===== src/rtl/uart_tx_fifo.sv =====
// UART transmitter with input FIFO and valid/ready handshake.
// Configurable data width, parity and stop bits; frames sent back-to-back.
module uart_tx_fifo #(
    parameter int CLK_FREQ   = 50_000_000,
    parameter int BAUD       = 115_200,
    parameter int DATA_BITS  = 8,
    parameter int PARITY     = 0,
    parameter int STOP_BITS  = 1,
    parameter int FIFO_DEPTH = 16
) (
    input  logic                          clk,
    input  logic                          rstn,
    input  logic [DATA_BITS-1:0]          s_data,
    input  logic                          s_valid,
    output logic                          s_ready,
    output logic                          tx,
    output logic                          busy,
    output logic                          tx_done,
    output logic [$clog2(FIFO_DEPTH):0]   fifo_level
);

    localparam int BAUD_DIV = CLK_FREQ / BAUD;
    localparam int CW = $clog2(BAUD_DIV);
    localparam int AW = $clog2(FIFO_DEPTH);
    localparam int LW = AW + 1;
    localparam int BW = $clog2(DATA_BITS + 1);

    localparam logic [CW-1:0] CNT_LAST  = CW'(BAUD_DIV - 1);
    localparam logic [BW-1:0] DATA_LAST = BW'(DATA_BITS - 1);
    localparam logic [BW-1:0] STOP_LAST = BW'(STOP_BITS - 1);
    localparam logic [LW-1:0] LVL_FULL  = LW'(FIFO_DEPTH);
    localparam logic          PAR_ODD   = (PARITY == 1);
    localparam logic          PAR_EN    = (PARITY != 0);

    typedef enum logic [2:0] {
        S_IDLE,
        S_START,
        S_DATA,
        S_PARITY,
        S_STOP
    } state_e;

    state_e                state_q, state_d;
    logic [CW-1:0]         cnt_q, cnt_d;
    logic [BW-1:0]         bit_q, bit_d;
    logic [DATA_BITS-1:0]  shift_q, shift_d;
    logic                  par_q, par_d;
    logic                  tx_q, tx_d;
    logic [AW-1:0]         wr_ptr_q, wr_ptr_d;
    logic [AW-1:0]         rd_ptr_q, rd_ptr_d;
    logic [LW-1:0]         level_q, level_d;
    logic                  avail_q, avail_d;
    logic [DATA_BITS-1:0]  mem_q [FIFO_DEPTH];

    logic                  full;
    logic                  empty;
    logic                  push;
    logic                  pop;
    logic                  load;
    logic                  done;
    logic                  bit_end;
    logic [DATA_BITS-1:0]  head;

    assign full  = (level_q == LVL_FULL);
    assign empty = (level_q == '0);
    assign push  = s_valid && !full;
    assign head  = mem_q[rd_ptr_q];

    always_comb begin
        wr_ptr_d = wr_ptr_q;
        rd_ptr_d = rd_ptr_q;
        level_d  = level_q;
        avail_d  = !empty;
        if (push) wr_ptr_d = wr_ptr_q + AW'(1);
        if (pop)  rd_ptr_d = rd_ptr_q + AW'(1);
        case ({push, pop})
            2'b10:   level_d = level_q + LW'(1);
            2'b01:   level_d = level_q - LW'(1);
            default: level_d = level_q;
        endcase
    end

    always_ff @(posedge clk) begin
        if (push) mem_q[wr_ptr_q] <= s_data;
    end

    assign bit_end = (cnt_q == CNT_LAST);

    always_comb begin
        state_d = state_q;
        cnt_d   = bit_end ? '0 : cnt_q + CW'(1);
        bit_d   = bit_q;
        shift_d = shift_q;
        par_d   = par_q;
        tx_d    = tx_q;
        load    = 1'b0;
        done    = 1'b0;
        unique case (state_q)
            S_IDLE: begin
                cnt_d = '0;
                tx_d  = 1'b1;
                // avail_q lags level by a cycle so a fresh word leaves at N+2
                if (avail_q && !empty) load = 1'b1;
            end
            S_START: begin
                if (bit_end) begin
                    tx_d    = shift_q[0];
                    shift_d = shift_q >> 1;
                    bit_d   = '0;
                    state_d = S_DATA;
                end
            end
            S_DATA: begin
                if (bit_end) begin
                    if (bit_q == DATA_LAST) begin
                        bit_d = '0;
                        if (PAR_EN) begin
                            tx_d    = par_q;
                            state_d = S_PARITY;
                        end else begin
                            tx_d    = 1'b1;
                            state_d = S_STOP;
                        end
                    end else begin
                        tx_d    = shift_q[0];
                        shift_d = shift_q >> 1;
                        bit_d   = bit_q + BW'(1);
                    end
                end
            end
            S_PARITY: begin
                if (bit_end) begin
                    tx_d    = 1'b1;
                    bit_d   = '0;
                    state_d = S_STOP;
                end
            end
            S_STOP: begin
                if (bit_end) begin
                    if (bit_q == STOP_LAST) begin
                        done = 1'b1;
                        if (!empty) begin
                            load = 1'b1;
                        end else begin
                            tx_d    = 1'b1;
                            state_d = S_IDLE;
                        end
                    end else begin
                        bit_d = bit_q + BW'(1);
                    end
                end
            end
            default: begin
                tx_d    = 1'b1;
                state_d = S_IDLE;
            end
        endcase
        if (load) begin
            shift_d = head;
            par_d   = (^head) ^ PAR_ODD;
            tx_d    = 1'b0;
            cnt_d   = '0;
            bit_d   = '0;
            state_d = S_START;
        end
    end

    assign pop = load;

    always_ff @(posedge clk or negedge rstn) begin
        if (!rstn) begin
            state_q  <= S_IDLE;
            cnt_q    <= '0;
            bit_q    <= '0;
            shift_q  <= '0;
            par_q    <= 1'b0;
            tx_q     <= 1'b1;
            wr_ptr_q <= '0;
            rd_ptr_q <= '0;
            level_q  <= '0;
            avail_q  <= 1'b0;
        end else begin
            state_q  <= state_d;
            cnt_q    <= cnt_d;
            bit_q    <= bit_d;
            shift_q  <= shift_d;
            par_q    <= par_d;
            tx_q     <= tx_d;
            wr_ptr_q <= wr_ptr_d;
            rd_ptr_q <= rd_ptr_d;
            level_q  <= level_d;
            avail_q  <= avail_d;
        end
    end

    assign tx         = tx_q;
    assign s_ready    = !full;
    assign busy       = (state_q != S_IDLE) || !empty;
    assign tx_done    = done;
    assign fifo_level = level_q;

endmodule


===== config.mk =====
export PLATFORM = sky130hd
export DESIGN_NAME = uart_tx_fifo
export DESIGN_NICKNAME = d
export VERILOG_FILES = /design/src/rtl/uart_tx_fifo.sv
export SDC_FILE = /design/constraint.sdc
export NUM_CORES = 1
export LEC_CHECK = 0
export CORE_UTILIZATION = 50
export DETAILED_ROUTE_END_ITERATION = 16
export GPL_TIMING_DRIVEN = 0
export PLACE_DENSITY = 0.67
export SLEW_MARGIN = 20
export SYNTH_ARGS = -nofsm -noshare
export SYNTH_HDL_FRONTEND = slang
export SYNTH_SLANG_ARGS = --single-unit

===== constraint.sdc =====
create_clock -name clk -period 4.2 [get_ports clk]
set_clock_uncertainty 0.1 [all_clocks]
set_input_delay 0.63 -clock clk [delete_from_list [all_inputs] [get_ports clk]]
set_output_delay 0.63 -clock clk [all_outputs]
set_load 0.05 [all_outputs]

======== Word level (Yosys, flattened, before mapping) ========
Memories as Yosys holds them, arrays and structs flattened.
Index checks and enable logic that the tools add are counted.
operators by class
  magnitude comparators ................... 0
  equal/unequal tests ..................... 20
  shift-type cells ........................ 0
  bitwise gates (word level) .............. 0
  $add $sub $neg .......................... 6
  mux-type cells .......................... 44
  multiply operators ...................... 0
  reduce and logical (&&, ||, !) cells .... 17
  div/mod/pow operators ................... 0
operators with widths
  kind                                               number
  2-to-1 mux 8 bit                                   4
  2-to-1 mux 9 bit                                   3
  inequality test 3 bit (second input constant)      9
  2-to-1 mux 3 bit                                   8
  2-to-1 mux 4 bit                                   6
  2-to-1 mux 1 bit                                   17
  one-hot mux 8 bit (2 select lines)                 1
  one-hot mux 3 bit (5 select lines)                 1
  adder 4 x 1 -> 4 bit (second input constant)       3
  one-hot mux 4 bit (3 select lines)                 1
  one-hot mux 5 bit (2 select lines)                 1
  adder 9 x 1 -> 9 bit (second input constant)       1
  == test 9 bit (second input constant)              1
  AND reduction 8 bit                                1
  == test 3 x 2 -> 1 bit (second input constant)     2
  AND reduction 6 bit                                1
  nonzero test 3 bit                                 2
  adder 5 x 1 -> 5 bit (second input constant)       1
  == test 5 bit (second input constant)              1
  zero test 5 bit                                    1
  AND reduction 5 bit                                1
  subtractor 5 x 1 -> 5 bit (second input constant)  1
  == test 4 x 3 -> 1 bit (second input constant)     1
  zero test 4 bit                                    1
  16 further kinds                                   18
storage, ports and cells
  word-level logic and storage cells ...... 97
  RAM bits ................................ 128
  memories ................................ 1
  output and inout bits ................... 9
  memory bits (read-only) ................. 0
  register bits after elaboration ......... 39
  bits in latches ......................... 0
  input bits .............................. 11
memories
  memory  depth  width  rd ports  clocked after memory_dff  write ports  line  text
  mem_q   16     8      1         0                         1            53    logic [DATA_BITS-1:0] mem_q [FIFO_DEPTH];

======== Logic depth before layout (Yosys ltp) ========
  word-level depth ........................ 7
  mapped depth ............................ 16
  gate-level depth less buffers ........... 14

======== Worst setup path before layout ========
No wires, ideal clock.
  path type ............................... register to register
  from .................................... register cnt_q[3]
  to ...................................... register level_q[4] (netlist: fifo_level[4])
  path buffers ............................ 3
  library setup time ...................... 145 ps
  data required time ...................... 3955 ps
  setup slack ............................. 344 ps
  cell stages (with the launch flop) ...... 16
  clock period less this slack ............ 3856 ps
  arrival time ............................ 3611 ps
  path through ............................ dfrtp_1 -> or4b_4 -> buf_6 -> nor4_4 -> o21ai_4 -> inv_6 -> buf_6 -> ha_1 -> clkbuf_1 -> xor2_1 -> ha_1 -> nor2b_1 -> o21ai_0 -> a31oi_1 -> nor2_1 -> xor2_1
between the ends
  word-level cells in the longest chain between the ends .. 5
  elaborated cells on any way between the ends .. 7
  classes of those cells .................. eq/ne (3); mux (3); reduce/logical (1)
ends and longest elaborated chain
  element                                                                          line  text
  start: declaration                                                               44    logic [CW-1:0] cnt_q, cnt_d;
  start signal: assignment                                                         184   cnt_q <= cnt_d;
  == test 9 bit (*)                                                                87    assign bit_end = (cnt_q == CNT_LAST);
  2-to-1 mux 1 bit (*)                                                             139   if (bit_end) begin
  one-hot mux 1 bit (2 select lines) (*)                                           98    unique case (state_q)
  via load                                                                         59    logic load;
  == test 2 x 1 -> 1 bit / == test 2 bit (equally long branches)                   76    case ({push, pop})
  one-hot mux 5 bit (2 select lines) / nonzero test 2 bit (equally long branches)  -
  end signal: assignment                                                           191   level_q <= level_d;
  end: declaration                                                                 51    logic [LW-1:0] level_q, level_d;
Mark *: on every way through the listed nets, which the timed path passes. The rest lies on a longest branch.
A chain may end at the register's enable or synchronous reset.

======== Worst setup path after layout ========
  from .................................... register state_q[2]
  to ...................................... register level_q[4] (netlist: fifo_level[4])
between the ends
  word-level cells in the longest chain between the ends .. 4
  elaborated cells on any way between the ends .. 7
  classes of those cells .................. eq/ne (3); mux (2); reduce/logical (2)
ends and longest elaborated chain
  element                                                                          line  text
  start: declaration                                                               43    state_e state_q, state_d;
  start signal: assignment                                                         183   state_q <= state_d;
  == test 3 bit / zero test 3 bit (equally long branches)                          98
  one-hot mux 1 bit (2 select lines) (*)                                           98
  via load                                                                         59
  == test 2 x 1 -> 1 bit / == test 2 bit (equally long branches)                   76
  one-hot mux 5 bit (2 select lines) / nonzero test 2 bit (equally long branches)  -
Marked as above.

==> impl_metrics.toml <==
[grt]
grt_use_total_pct = 19.70
grt_pass1_wl_um = 20730
grt_max_degree = 33
overflow = 0
antenna_found_initial = 0
grt_pass1_vias = 3867

[timing]
setup_viol = 0
rsz0062_at_grt = "false"
final_max_slew_viol_count = 0
setup_ws_ns = 0.5374
slew_headroom_pct = 35.98
finalHoldViolCount = 0
tightest_slew_ns = 0.9567
fmax_ghz = 0.2730
finalCritPeriodShare_pct = 87.20
post-route-min-period_ns = 3.663
tns_ns = 0

[routing]
drt-total-wl_um = 12700
viasPerCell = 5.601
wl_per_cell_um = 18.95
ant_nets = 0
dr.first_iter.drc_count = 260
drt_first_pass_iters = 4
vias = 3753
route.detailed.drc = 0

[clock_network]
clk_latency_ns = 0.42
cts_tree = "yes"
htree_levels = 4
clock-sinks = 167
cts_root_buffer = "clkbuf_16"
path_clk_slew_ns = 0.06
cts_buffer_depth = 2
numCtsBuffers = 17

[pwr]
p_sw_mw = 1.783
p_comb_share_pct = 31.4
powerDensity_nw_per_um2 = 664.4
max-vdd-ir-drop_uv = 358.5
clkPwrFrac_pct = 27.9
cellLeakagePower_nw = 2.769
internal-power_mw = 3.596
swShare_pct = 33.14
p_seq_share_pct = 40.7

[setup_path]
end_kind = "flip-flop"
crit_required_ns = 4.44
arrival_ns = 3.91
path_class = "reg -> reg"
startpoint_type = "flip-flop"
path_max_fanout = 11

[synthesis]
synth-edff-count = 128
ys.flop_type = "edfxtp_1"
syn-num-nets = 461
synth_top_area_share_pct = 54.40
synth-seq-cells = 167
yosysUniqueCellTypes = 51
synth_largest_area_cell = "edfxtp_1"
ys_top_cells_by_area = "edfxtp_1 (54%), dfrtp_1 (13%), mux4_2 (10%)"
synthCells = 437
async_reset_ff_share_pct = 23.35
synth_area_per_cell_um2 = 16.17
synth_warnings = 0
synth_area_um2 = 7066
ys_seq_area_share_pct = 68.23

[cells_and_area]
nets = 501
drive_above_1_share_pct = 18.57
fill_cells = 1052
syn_to_final_growth_pct = 14.57
final_util_pct = 58.55
antennaDiodeCount = 0

[floorplanning]
initial_core_util_pct = 51.10
dieWidth_um = 120.9
die_h_um = 120.9
dieArea_um2 = 14610
io_pins = 20
num_rows = 43
core_area_um2 = 13830

[place]
port_buffers = 19
dp_hpwl_um = 8703
place_congestion = 0.8557
pre_cts_ws_ns = 0.5435

[flow_run]
cap_viol_max_count = 0

[run_status]
status = "complete, no violations"

[min_path]
hp-class = "reg -> reg"
==> worst paths after layout <==
check,from,end,slack [ns],cells past startpoint
max in group asynchronous,rstn,tx$_DFFE_PN1P_,2.99,3
min,cnt_q[0]$_DFF_PN0_,cnt_q[0]$_DFF_PN0_,0.40,1
min reg2reg,cnt_q[0]$_DFF_PN0_,cnt_q[0]$_DFF_PN0_,0.40,1
max reg2reg,state_q[2]$_DFFE_PN0P_,fifo_level[4]$_DFFE_PN0P_,0.54,15
min in group asynchronous,rstn,wr_ptr_q[3]$_DFFE_PN0P_,0.51,2
max,state_q[2]$_DFFE_PN0P_,fifo_level[4]$_DFFE_PN0P_,0.54,15
==> per-stage QoR <==
stage	cells	cell area, um2	hold WS (ns)	power, mW
2_1_floorplan	437	7066	0.2344	3.458
3_3_place_gp	636	7481	0.3692	3.877
3_5_place_dp	637	7516	0.3907	3.938
4_1_cts	670	8095	0.3993	5.439
5_1_grt	670	8095	0.4141	5.681
6_report	670	8095	0.4007	5.378
==> power by group through the flow <==
stage	Combinational [mW]	Clock, mW	Sequential, mW
floorplan	1.17	0	2.29
global route	1.87	1.59	2.22
CTS	1.72	1.52	2.19
detailed placement	1.71	0	2.22
finish	1.69	1.50	2.19
global placement	1.67	0	2.21
==> cell families after synthesis <==
family          after synthesis  share of synthesized area [%]
simple gates                114                          8.447
xor+xnor                     18                          2.231
mux                          42                          11.65
compound gates               52                          5.171
fa+ha+maj                    13                          2.302
flops                       167                          68.23
buf+inv                      31                          1.966
==> final cells by class <==
class / instances / area, um2 / area share, %
plain buffers: 22 / 100.1 / 1.236
clock buffers: 18 / 429.2 / 5.301
clock inverters: 14 / 140.1 / 1.731
inverters: 9 / 38.79 / 0.4791
multi-input cells: 239 / 2126 / 26.26
flip-flops and latches: 167 / 4821 / 59.55
well taps: 180 / 225.2 / 2.782
repair buffers: 21 / 215.2 / 2.658
==> layer usage <==
| metal | GRT usage (%) | share of wire [%] | wire [um] | vias to the layer above |
|---|---|---|---|---|
| li1 | - | - | - | 1747 |
| met1 | 26.38 | 45 | 5719 | 1931 |
| met2 | 31.36 | 50 | 6357 | 66 |
| met3 | 5.498 | 3.9 | 489 | 9 |
| met4 | 6.250 | 1.0 | 132 | 0 |
| met5 | 0 | 0 | 0 | - |
==> synth_stat cells (2+ instances only) <==
master / count
edfxtp_1: 128
dfrtp_1: 38
nand2_1: 35
mux4_2: 32
nor2_1: 30
a22oi_1: 16
clkbuf_1: 16
ha_1: 13
nand3_1: 9
o21ai_0: 9
xnor2_1: 9
xor2_1: 9
inv_1: 8
mux2i_1: 8
nor3_1: 7
o21ai_2: 7
nor2b_1: 6
a21oi_1: 5
nand2b_1: 4
o21ai_1: 4
and2_1: 3
nand3b_1: 3
buf_1: 2
buf_2: 2
buf_6: 2
mux2_2: 2
nor4_1: 2
nor4_4: 2
o211ai_1: 2
or3b_1: 2
or4b_1: 2
==> state kept, by name, indices dropped and copies added (netlist names) <==
register    cells
avail_q         1
bit_q           4
cnt_q           9
fifo_level      5
mem_q         128
rd_ptr_q        4
shift_q         8
state_q         3
tx              1
wr_ptr_q        4
==> cells in the final DEF (no fill, tap or decap), types with 9 or more instances in the layout <==
master / synthesis / routed
clkbuf_16: 0 / 17
nand2_1: 35 / 35
clkbuf_1: 16 / 17
o21ai_0: 9 / 9
a22oi_1: 16 / 16
xnor2_1: 9 / 9
edfxtp_1: 128 / 128
nand3_1: 9 / 9
xor2_1: 9 / 9
dfrtp_1: 38 / 38
mux4_2: 32 / 32
clkdlybuf4s50_1: 0 / 18
ha_1: 13 / 13
nor2_1: 30 / 30
==> critical path, stage by stage (launching register included) <==
cell	delay, ns
dfrtp_1	0.32
clkbuf_1	0.34
or3b_1	0.49
nor4_4	0.32
o21ai_4	0.19
inv_6	0.15
buf_6	0.17
ha_1	0.18
clkbuf_1	0.29
xor2_1	0.12
ha_1	0.22
nor2b_1	0.13
o21ai_0	0.16
a31oi_1	0.09
nor2_1	0.15
xor2_1	0.16
==> what timing repair did <==
item                                   4_1_cts  5_1_grt
setup buffers                                0        0
endpoints found under the hold margin        7        0
hold buffers                                 1        0
resized for setup                            0        0
(Power assumes the default switching activity.)
==> edit 1: new RTL, config.mk and constraints unchanged <==
The parameter `FIFO_DEPTH` goes from 16 to 32.
--- a/src/rtl/uart_tx_fifo.sv
+++ b/src/rtl/uart_tx_fifo.sv
@@ -6,7 +6,7 @@
     parameter int DATA_BITS  = 8,
     parameter int PARITY     = 0,
     parameter int STOP_BITS  = 1,
-    parameter int FIFO_DEPTH = 16
+    parameter int FIFO_DEPTH = 32
 ) (
     input  logic                          clk,
     input  logic                          rstn,
Ports: changed (resized fifo_level); port bits go from 20 to 21. The function was not compared with the original's and may differ.
==> edit 1 against the unedited design <==
  * Synthesized area up 73%
  * Sequential cell count up 131
  * Setup slack worse by 0.26 ns
  * Routed wire length up 100%
  * Maximum frequency down 6.6%
  * Largest cell class unchanged
  * Total power up 25%
  * Critical endpoint unchanged
  * Critical path type unchanged
  * Hold slack worse by 0.012 ns
  * Cell area up 70%
==> edit 1: results (changes against the unedited design) <==
### Synth
* Post-Synthesis Mean Instance Area: 17.7 um^2, was 16.2 um^2
* proportion of register bits with asynchronous set or reset after synthesis: 0.141, was 0.234
* synthesized-area fraction occupied by ao, oa, aoi and oai cells: 0.0385, was 0.0517
* sequential share of the synthesized area: 0.714, was 0.682
* share of synthesized area spent on multiplexers: 0.145, was 0.117
* YS warnings: 0, unchanged
* leading cell types by count after synthesis: 256 x edfxtp_1, 60 x mux4_2, 55 x nor2_1, was 128 x edfxtp_1, 38 x dfrtp_1, 35 x nand2_1
* share of synthesized cell area in full adder, half adder and majority cells: 0.0123, was 0.0230
* Syn Nets: 714, was 461
* number of enable-type register cells in the synthesized netlist: 256, was 128
* number of distinct library cell variants in the gate-level netlist after synthesis: 54, was 51
* XOR/XNOR Fraction of Synth Area: 0.0143, was 0.0223
* biggest area contributors in the synthesized netlist: edfxtp_1 63%, mux4_2 11%, dfrtp_1 8.4%, was edfxtp_1 54%, dfrtp_1 13%, mux4_2 10%

### Clock network
* CTS H-Tree Depth: 1, was 4
* total setup buffers inserted after CTS: 0, unchanged
* number of buffers added by the clock tree synthesis step: 30, was 17
* maximum clock path buffer count: 3, was 2
* number of gates resized after cts: 0, unchanged
* clock latency of the later-clocked register in the worst-skew pair: 0.56 ns, was 0.42 ns
* cts hold-fix bufs: 1, unchanged
* CTS Root Cell: clkbuf_16, unchanged

### Final layout
* flip-flop count of the largest register, all copies and words added: 256, was 128
* number of inserted diodes: 0, unchanged
* largest registers ranked by flip-flop count: mem_q x256, cnt_q x9, shift_q x8, was mem_q x128, cnt_q x9, shift_q x8
* Final Net Count: 768, was 501
* proportion of layout cells with a drive suffix above 1: 0.191, was 0.186
* filler cell count: 1753, was 1052

### GRT
* wire length of the first global-routing pass: 39200 um, was 20700 um
* via count of the first global-routing pass: 6562, was 3867
* GRT Overall Usage: 0.217, was 0.197

### Placed design
* DP Worst Slack: 0.115 ns, was 0.544 ns
* Cells after DPL: 1031, was 637
* half-perimeter wire length after placement: 16400 um, was 8700 um
* routability cong.: 0.947, was 0.856
* Placed Instance Area: 12800 um^2, was 7520 um^2
* number of I/O port buffers: 20, was 19

### Pwr
* leakage power summed over all cells: 0.00457 uW, was 0.00277 uW
* internal cell power: 5040 uW, was 3600 uW
* power share of the sequential group: 0.526, was 0.407
* Comb power: 731 uW, was 1690 uW
* Worst IR Drop VDD: 0.329 mV, was 0.358 mV

### Detailed routing
* Initial DRT Pass Iterations: 7, was 4
* Total Routed Length: 25600 um, was 12700 um
* via-per-instance ratio: 5.92, was 5.60
* iteration-0 DRC count of the detailed router: 1009, was 260
* total vias in the final route: 6436, was 3753

### Run status
* result of the run: complete, no violations, unchanged

### Setup path
* worst endpoint required time: 4.56 ns, was 4.44 ns
* Max FO, Critical Path: 11, unchanged

### Worst hold path
* worst min path class: reg -> reg, unchanged

### STA
* final setup fails: 0, unchanged
* worst slew margin relative to its limit: 0.258, was 0.360

edit 1: routing by layer:
metal,wire length (um),global-route usage,up-vias
met5,0,0,-
met4,632,0.0636,0
met3,1710,0.0324,48
met2,12400,0.352,239
met1,10900,0.308,3301
li1,-,-,2848
edit 1: area by class of cell:
cell class                      instances  area [um^2]  area share
Buffer                                 36          158      0.0115
Clock buffer                           41          802      0.0584
Clock inverter                         14         96.3     0.00702
Inverter                               12         47.5     0.00346
Multi-Input combinational cell        345         3300       0.240
Sequential cell                       298         8740       0.637
Tap cell                              319          399      0.0291
Timing Repair Buffer                   22          190      0.0139
edit 1: stage by stage:
step / util / hold WS [ns] / power, uW
after floorplan: - / 0.234 / 4010
after global routing: 0.578 / 0.429 / 6940
after CTS: 0.579 / 0.382 / 6750
after detailed placement: 0.541 / 0.382 / 4310
after global placement: 0.541 / 0.366 / 4260
final: 0.578 / 0.389 / 6700
edit 1: path summary, 6_finish.rpt:
check                                 from       endpoint  slack [ns]  depth (start not counted)
max in group asynchronous             rstn             tx        2.98                          3
min in group asynchronous             rstn    rd_ptr_q[4]        0.45                          2
worst max register to register    bit_q[0]  fifo_level[4]        0.28                         15
worst max-delay path              bit_q[0]  fifo_level[4]        0.28                         15
worst min-delay path            state_q[2]     state_q[1]        0.39                          1
worst min register to register  state_q[2]     state_q[1]        0.39                          1
edit 1: worst max-delay path, cell delays in order (launching register included):
cell and delay [ns]:
dfrtp_1 0.42, inv_1 0.08, ha_1 0.13, nor3b_2 0.28, or4b_1 0.46, a2111o_1 0.52
inv_4 0.19, ha_1 0.19, clkbuf_2 0.22, xor2_1 0.19, ha_1 0.27, a21o_1 0.15
a22oi_1 0.09, o221a_2 0.27, nor2_1 0.12, xor2_1 0.16
==> edit 2: new RTL, config.mk and constraints unchanged <==
Made on the original files. `shift_q` no longer has a reset.
--- a/src/rtl/uart_tx_fifo.sv
+++ b/src/rtl/uart_tx_fifo.sv
@@ -172,7 +172,6 @@
             state_q  <= S_IDLE;
             cnt_q    <= '0;
             bit_q    <= '0;
-            shift_q  <= '0;
             par_q    <= 1'b0;
             tx_q     <= 1'b1;
             wr_ptr_q <= '0;
@@ -183,7 +182,6 @@
             state_q  <= state_d;
             cnt_q    <= cnt_d;
             bit_q    <= bit_d;
-            shift_q  <= shift_d;
             par_q    <= par_d;
             tx_q     <= tx_d;
             wr_ptr_q <= wr_ptr_d;
@@ -193,6 +191,10 @@
         end
     end
 
+    always_ff @(posedge clk) begin
+        shift_q <= shift_d;
+    end
+
     assign tx         = tx_q;
     assign s_ready    = !full;
     assign busy       = (state_q != S_IDLE) || !empty;
Check against the original RTL: same outputs for any inputs over 10 cycles, from zero or initial values and one cycle with rstn low; that may be too few to reach the edited logic, so the function may still have changed.
==> edit 2 against the unedited design <==
  * Cell area rose by 1.0%
  * Sequential cell count did not move
  * Total power rose by 6.7%
  * Routed wire length rose by 4.3%
  * First-iteration DRC count rose by 25%
  * Setup slack improved by 0.092 ns
  * Maximum frequency rose by 2.6%
  * Synthesized area rose by 1.2%
  * Cell count rose by 0.30%
==> edit 2: results (changes against the unedited design) <==
### Pwr
* PD cells: 702 nW/um^2, was 664 nW/um^2
* relative contribution of the clock network to total power: 0.265, was 0.279
* total net switching power: 1920 uW, was 1780 uW
* Worst IR Drop VDD: 0.383 mV, was 0.358 mV
* leakage power summed over all cells: 0.00287 uW, was 0.00277 uW

### Detailed routing
* Initial DRT Pass Iterations: 6, was 4
* DR WL/cell: 19.7 um, was 19.0 um
* via-per-instance ratio: 5.59, was 5.60
* iteration-0 DRC count of the detailed router: 325, was 260

### Synth
* leading cell types by count after synthesis: 136 x edfxtp_1, 33 x nor2_1, 30 x dfrtp_1, was 128 x edfxtp_1, 38 x dfrtp_1, 35 x nand2_1
* sequential share of the synthesized area: 0.680, was 0.682
* number of enable-type register cells in the synthesized netlist: 136, was 128
* number of instances in the synthesized netlist: 440, was 437
* XOR/XNOR Fraction of Synth Area: 0.0220, was 0.0223
* synthesized-area fraction occupied by ao, oa, aoi and oai cells: 0.0493, was 0.0517
* Syn Nets: 464, was 461
* proportion of register bits with asynchronous set or reset after synthesis: 0.186, was 0.234
* share of synthesized cell area in full adder, half adder and majority cells: 0.0227, was 0.0230
* biggest area contributors in the synthesized netlist: edfxtp_1 57%, dfrtp_1 10%, mux4_2 8.2%, was edfxtp_1 54%, dfrtp_1 13%, mux4_2 10%

### Final layout
* number of multi-input combinational cells in the layout: 241, was 239
* area used by multi-input combinational logic: 2140 um^2, was 2130 um^2
* clock network area share: 0.0705, was 0.0703
* filler cell count: 1032, was 1052
* Plain + repair buffers: 44, was 43
* sequential cell area share: 0.594, was 0.596
* Layout non-clock buf frac: 0.0421, was 0.0389
* Final Net Count: 503, was 501
* seq_cells: 167, unchanged
* fraction of the core area covered by cells at the end of the flow: 0.587, was 0.585

### Run status
* result of the run: complete, no violations, unchanged

### GRT
* grt met2 use: 0.328, was 0.314
* via count of the first global-routing pass: 3775, was 3867
* pin count of the biggest net entering global routing: 32, was 33
* GRT Overall Usage: 0.202, was 0.197
* global-route track usage on met3: 0.0435, was 0.0550
* wire length of the first global-routing pass: 21200 um, was 20700 um

### STA
* smallest setup slack after layout: 0.629 ns, was 0.537 ns
* worst slew margin relative to its limit: 0.344, was 0.360

### Placed design
* half-perimeter wire length after placement: 8680 um, was 8700 um
* DP Worst Slack: 0.666 ns, was 0.544 ns
* Placed Instance Area: 7600 um^2, was 7520 um^2
* routability cong.: 0.793, was 0.856
* Cells after DPL: 640, was 637

### Setup path
* Max FO, Critical Path: 9, was 11
* arrival time worst endpoint: 3.77 ns, was 3.91 ns
* stage delay of the slowest cell on the critical path: 0.65 ns, was 0.49 ns
* critical path's slowest cell: nor4_1, was or3b_1
* register-to-register setup slack: 0.63 ns, was 0.54 ns

### Worst hold path
* worst min path class: in -> async, was reg -> reg

edit 2: metal layers:
layer	vias to the layer above	share of wire	wire, um
met5	-	0	0
met4	0	0.0066	87
met3	6	0.047	619
met2	74	0.51	6770
met1	1915	0.44	5770
li1	1760	-	-
edit 2: worst reg2reg max path, cell delays in order (launching register included):
cell and delay (ns):
dfrtp_1 0.37, clkbuf_1 0.19, nor4_1 0.65, nand2_1 0.18
and2_1 0.19, clkbuf_1 0.21, inv_1 0.13, ha_1 0.17
clkbuf_1 0.29, xor2_1 0.18, ha_1 0.20, nor2b_1 0.12
o21ai_0 0.09, a31oi_1 0.17, nor2_1 0.07, xor2_1 0.14
edit 2: cell families (layout without fill, tap and decap cells):
logic type                 Yosys count  in the layout
buffers and inverters               32             84
DFF                                167            167
xor gates and xnor gates            18             18
muxes                               50             50
adders and majority gates           13             13
and+or+nand+nor                    108            108
AOI/OAI and AO/OA                   52             52
